File: config.mk
export PLATFORM = sky130hd
export DESIGN_NAME = spi_stream_ctrl
export DESIGN_NICKNAME = d
export VERILOG_FILES = /design/src/rtl/spi_stream_ctrl.sv
export SDC_FILE = /design/constraint.sdc
export NUM_CORES = 1
export LEC_CHECK = 0
export CAP_MARGIN = 20
export CORE_AREA = 2 2 124 126
export DETAILED_ROUTE_END_ITERATION = 6
export DIE_AREA = 0 0 126 128
export PLACE_DENSITY = 0.69
export SYNTH_ARGS = -nofsm -noshare
export SYNTH_HDL_FRONTEND = slang
export SYNTH_SLANG_ARGS = --single-unit
export TNS_END_PERCENT = 10
File: constraint.sdc
create_clock -name clk -period 3.7 [get_ports clk]
set_clock_uncertainty 0.15 [all_clocks]
set_input_delay 0.74 -clock clk [delete_from_list [all_inputs] [get_ports clk]]
set_output_delay 0.74 -clock clk [all_outputs]
set_load 0.05 [all_outputs]
File: src/rtl/spi_stream_ctrl.sv
// Byte-stream front end for an SPI master: TX/RX FIFOs plus a transfer sequencer
// that launches one byte at a time, collects the reply, and enforces an inter-transfer gap.
module spi_stream_ctrl #(
    parameter int DEPTH      = 8,
    parameter int GAP_CYCLES = 2,
    parameter int TIMEOUT    = 1023
) (
    input  logic                       clk,
    input  logic                       rst,
    input  logic [7:0]                 tx_data,
    input  logic                       tx_valid,
    output logic                       tx_ready,
    output logic [7:0]                 rx_data,
    output logic                       rx_valid,
    input  logic                       rx_ready,
    output logic                       m_start,
    output logic [7:0]                 m_data,
    input  logic                       m_done,
    input  logic [7:0]                 m_rdata,
    output logic                       busy,
    output logic [$clog2(DEPTH):0]     tx_count,
    output logic [$clog2(DEPTH):0]     rx_count,
    input  logic                       err_clr,
    output logic                       timeout_err
);

    localparam int AW = $clog2(DEPTH);
    localparam int CW = AW + 1;
    localparam int WW = $clog2(TIMEOUT + 1);
    localparam int GW = $clog2(GAP_CYCLES + 1);

    typedef enum logic [1:0] {IDLE, START, WAIT, GAP} state_t;

    state_t          state, state_next;
    logic [WW-1:0]   wait_cnt, wait_next;
    logic [GW-1:0]   gap_cnt, gap_next;

    logic [7:0]      tx_mem [DEPTH];
    logic [7:0]      rx_mem [DEPTH];
    logic [AW-1:0]   tx_wr_ptr, tx_rd_ptr;
    logic [AW-1:0]   rx_wr_ptr, rx_rd_ptr;

    logic            tx_push, tx_pop, rx_push, rx_pop;
    logic            launch, timeout_hit;

    assign tx_ready = (tx_count < CW'(DEPTH));
    assign rx_valid = (rx_count != '0);
    assign rx_data  = rx_mem[rx_rd_ptr];
    assign tx_push  = tx_valid && tx_ready;
    assign tx_pop   = launch;
    assign rx_pop   = rx_valid && rx_ready;
    assign m_start  = (state == START);
    assign busy     = (state != IDLE) || (tx_count != '0);

    always_ff @(posedge clk) begin
        if (tx_push) begin
            tx_mem[tx_wr_ptr] <= tx_data;
        end
        if (rx_push) begin
            rx_mem[rx_wr_ptr] <= m_rdata;
        end
    end

    // Pointers wrap naturally because DEPTH is a power of two.
    always_ff @(posedge clk or posedge rst) begin
        if (rst) begin
            tx_wr_ptr <= '0;
            tx_rd_ptr <= '0;
            tx_count  <= '0;
            rx_wr_ptr <= '0;
            rx_rd_ptr <= '0;
            rx_count  <= '0;
        end else begin
            if (tx_push) tx_wr_ptr <= tx_wr_ptr + 1'b1;
            if (tx_pop)  tx_rd_ptr <= tx_rd_ptr + 1'b1;
            case ({tx_push, tx_pop})
                2'b10:   tx_count <= tx_count + 1'b1;
                2'b01:   tx_count <= tx_count - 1'b1;
                default: tx_count <= tx_count;
            endcase
            if (rx_push) rx_wr_ptr <= rx_wr_ptr + 1'b1;
            if (rx_pop)  rx_rd_ptr <= rx_rd_ptr + 1'b1;
            case ({rx_push, rx_pop})
                2'b10:   rx_count <= rx_count + 1'b1;
                2'b01:   rx_count <= rx_count - 1'b1;
                default: rx_count <= rx_count;
            endcase
        end
    end

    always_ff @(posedge clk or posedge rst) begin
        if (rst) begin
            state    <= IDLE;
            wait_cnt <= '0;
            gap_cnt  <= '0;
        end else begin
            state    <= state_next;
            wait_cnt <= wait_next;
            gap_cnt  <= gap_next;
        end
    end

    // A transfer only launches when its reply is guaranteed a free RX slot.
    always_comb begin
        state_next  = state;
        wait_next   = wait_cnt;
        gap_next    = gap_cnt;
        launch      = 1'b0;
        rx_push     = 1'b0;
        timeout_hit = 1'b0;
        case (state)
            IDLE: begin
                wait_next = '0;
                gap_next  = '0;
                if ((tx_count != '0) && (rx_count < CW'(DEPTH))) begin
                    launch     = 1'b1;
                    state_next = START;
                end
            end
            START: begin
                wait_next  = '0;
                state_next = WAIT;
            end
            WAIT: begin
                if (m_done) begin
                    rx_push    = 1'b1;
                    gap_next   = '0;
                    state_next = GAP;
                end else if (wait_cnt == WW'(TIMEOUT - 1)) begin
                    timeout_hit = 1'b1;
                    gap_next    = '0;
                    state_next  = GAP;
                end else begin
                    wait_next = wait_cnt + 1'b1;
                end
            end
            GAP: begin
                if (gap_cnt == GW'(GAP_CYCLES - 1)) begin
                    state_next = IDLE;
                end else begin
                    gap_next = gap_cnt + 1'b1;
                end
            end
            default: state_next = IDLE;
        endcase
    end

    always_ff @(posedge clk or posedge rst) begin
        if (rst) begin
            m_data <= 8'h00;
        end else if (launch) begin
            m_data <= tx_mem[tx_rd_ptr];
        end
    end

    // A timeout on the same clock as err_clr keeps the error flagged.
    always_ff @(posedge clk or posedge rst) begin
        if (rst) begin
            timeout_err <= 1'b0;
        end else if (timeout_hit) begin
            timeout_err <= 1'b1;
        end else if (err_clr) begin
            timeout_err <= 1'b0;
        end
    end

endmodule

==> results of run 1 <==
cells by family (layout without fill, tap and decap cells):
| kind of cell | count (synthesis) | after routing | synth area share (%) |
|---|---|---|---|
| XOR/XNOR | 14 | 14 | 1.681 |
| adder cells (fa/ha/maj) | 19 | 19 | 3.361 |
| flip-flops | 171 | 171 | 67.43 |
| AO/OA/AOI/OAI | 43 | 43 | 4.013 |
| buffers and inverters | 38 | 121 | 2.315 |
| multiplexers | 56 | 56 | 13.41 |
| AND/OR/NAND/NOR | 103 | 103 | 7.786 |
where the power goes:
part	switching [mW]	internal [mW]	leakage (nW)
clock	0.752	0.957	0.280
sequential	0.389	2.37	1.68
combinational	1.45	1.16	1.16
total	2.59	4.49	3.12
cell usage in the layout, fill, tap and decap left out, drive strengths merged, types with 8 or more instances in the layout:
cell type,instances
mux2,14
clkbuf,18
nand3,9
nor3,9
edfxtp,128
xnor2,8
mux4,32
inv,24
ha,18
clkdlybuf4s50,50
a21oi,16
dfrtp,43
nor2,22
nand2,26
buf,21
mux2i,10
metrics by stage:
step | std cells | utilization [%] | hold slack (ps) | instance area [um^2]
5_1_grt | 715 | 58.38 | 366.7 | 8678
4_1_cts | 714 | 58.24 | 328.1 | 8657
3_3_place_gp | 682 | 54.39 | 312.7 | 8085
6_report | 715 | 58.38 | 327.0 | 8678
3_5_place_dp | 682 | 54.39 | 314.6 | 8085
2_1_floorplan | 444 | - | 330.5 | 7296
synthesized netlist by cell type, types with 2 or more instances:
cell type | n | area, um^2
edfxtp_1 | 128 | 3844
dfrtp_1 | 43 | 1076
mux4_2 | 32 | 720.7
nand2_1 | 26 | 97.59
nor2_1 | 22 | 82.58
ha_1 | 18 | 225.2
inv_1 | 18 | 67.56
a21oi_1 | 15 | 75.07
mux2_2 | 13 | 146.4
mux2i_1 | 10 | 100.1
nand3_1 | 9 | 45.04
nor3_1 | 9 | 45.04
clkbuf_1 | 8 | 30.03
xnor2_1 | 8 | 70.07
nand2b_1 | 7 | 43.79
nor3b_1 | 7 | 52.55
o211ai_1 | 6 | 45.04
o21ai_0 | 6 | 30.03
xor2_1 | 6 | 52.55
buf_2 | 4 | 20.02
nor2b_1 | 4 | 25.02
buf_4 | 3 | 22.52
or3_1 | 3 | 18.77
or4_1 | 3 | 22.52
a31oi_1 | 2 | 12.51
buf_1 | 2 | 7.510
clkbuf_2 | 2 | 10.01
nand4b_1 | 2 | 17.52
registers in the layout (all words and copies together) (netlist names):
register / count
rx_count: 4
timeout_err: 1
tx_rd_ptr: 3
tx_mem: 64
rx_rd_ptr: 3
rx_wr_ptr: 3
m_data: 8
wait_cnt: 10
rx_mem: 64
gap_cnt: 2
tx_wr_ptr: 3
state: 2
tx_count: 4
layout make-up:
| class | instances | area, um^2 |
|---|---|---|
| fill | 1147 | 6186 |
| tap | 188 | 235.2 |
| timing repair buffer | 71 | 670.6 |
| sequential | 171 | 4921 |
| inverter | 18 | 67.56 |
| clock buffer | 18 | 439.2 |
| multi-input combinational | 235 | 2212 |
| clock inverter | 14 | 132.6 |
worst paths after layout:
kind	startpoint	to	slack, ps	depth (start not counted)
min in group asynchronous	rst	state[1]	490	2
hold reg to reg	rx_rd_ptr[0]	rx_rd_ptr[0]	330	1
max in group asynchronous	rst	m_data[4]	2410	3
setup / recovery	rx_rd_ptr[0]	rx_data[1]	130	4
hold / removal	rx_rd_ptr[0]	rx_rd_ptr[0]	330	1
setup reg to reg	rx_count[3]	rx_count[3]	910	9
timing repair:
| action | in CTS | in global routing |
|---|---|---|
| hold buffers | 0 | 0 |
| resized for setup | 0 | 1 |
| setup endpoints to repair | 0 | 3 |
per-layer routing:
layer	wire, um	track usage, %
met1	5953	23.30
met2	6939	30.11
met3	540	4.424
met4	200	6.206
met5	0	0
==> run metrics, run 1 <==
dpl ws=515.1 ps; Starting Density=49.08%; WP data required=2810 ps; root buffer cell=clkbuf_16; Slew headroom=40.02%; period utilization=96.49%; pin count of the biggest net entering global routing=44; critical path arrival=2680 ps; critical path class=reg2out; fraction of registers with async set/reset=25.15%; die width=126 um; CTS H-Tree Depth=4; number of synthesized flops with an enable pin=128; vias in the first global route=4167; Largest stage delay, worst path=710 ps; total clock sinks=171; initial antenna violation count=0; RSZ-0062 raised after global routing=no; Nets=555; net count after synthesis=485; global route total overflow=0; count of final setup violators=0; Final HPWL DP=8694 um; CP top delay family=buffers and inverters; cell area power density=816.5 mW/mm^2; Syn Inst Count=444; Syn Area/Cell=16.43 um^2; io pins=51; TritonCTS Buffers=17; P_leak=3.123 nW; final worst slack=129.9 ps; CTS clk-pin slew, worst paths=60 ps; Skew-Pair Late Insertion Delay=430 ps; Primary FF master, synth=edfxtp_1; clock buffer depth=2; Via density=5.674; Worst setup SP type=flip-flop; Die Area=0.01613 mm^2; maxcap violations=0; FP Rows=45; FMAX=280.1 MHz; Setup TNS=0 ps; drc violations=0; Hold WC Path Type=reg2reg; GPL Wtd Cong=0.8209; first-pass GRT wire length=21940 um; register bit total from synthesis=171; CP cell instances=buf_4 -> mux4_2 -> mux2_2 -> clkdlybuf4s50_1; Yosys cell types=56; I/O Buffers=50; Fin. Hold Viols=0; Antenna diodes=0; share of layout cells above drive strength 1=20.49%; Yosys warnings=0; Worst Max-Slew Pin Slew=899.8 ps; Post-CTS Setup Repair Bufs=0; outcome=finished clean; Slew Viols, Final=0; Core Area=0.01486 mm^2; CP Max Fanout=17; peak supply drop=565.7 uV; CTS tree=built; CP bufs+invs=2; synthesized area=0.007296 mm^2; drt pass-1 iters=4; P&R area growth vs syn=18.95%; Final min period=3570 ps; Routed WL per cell=19.07 um; vias=4057; Iter 0 DRT Violations=289; Overall Power=7.086 mW; GRT Util Overall=18.01%; CP max-delay cell=clkdlybuf4s50_1; Crit. End Element=output pin; total routed wirelength=13630 um; post-synthesis sequential area ratio=67.43%; DRT antenna net count=0; Die Span Y=128 um
Note: power is estimated with default switching activity, not from simulation.
==> inputs of run 2 (changes only) <==
--- a/config.mk
+++ b/config.mk
@@ -7,8 +7,10 @@
 export LEC_CHECK = 0
 export CAP_MARGIN = 20
 export CORE_AREA = 2 2 124 126
+export CTS_CLUSTER_SIZE = 16
 export DETAILED_ROUTE_END_ITERATION = 6
 export DIE_AREA = 0 0 126 128
+export GPL_ROUTABILITY_DRIVEN = 0
 export PLACE_DENSITY = 0.69
 export SYNTH_ARGS = -nofsm -noshare
 export SYNTH_HDL_FRONTEND = slang
==> results of run 2 <==
No change in the layout: final DEF, timing and power equal those of run 1.
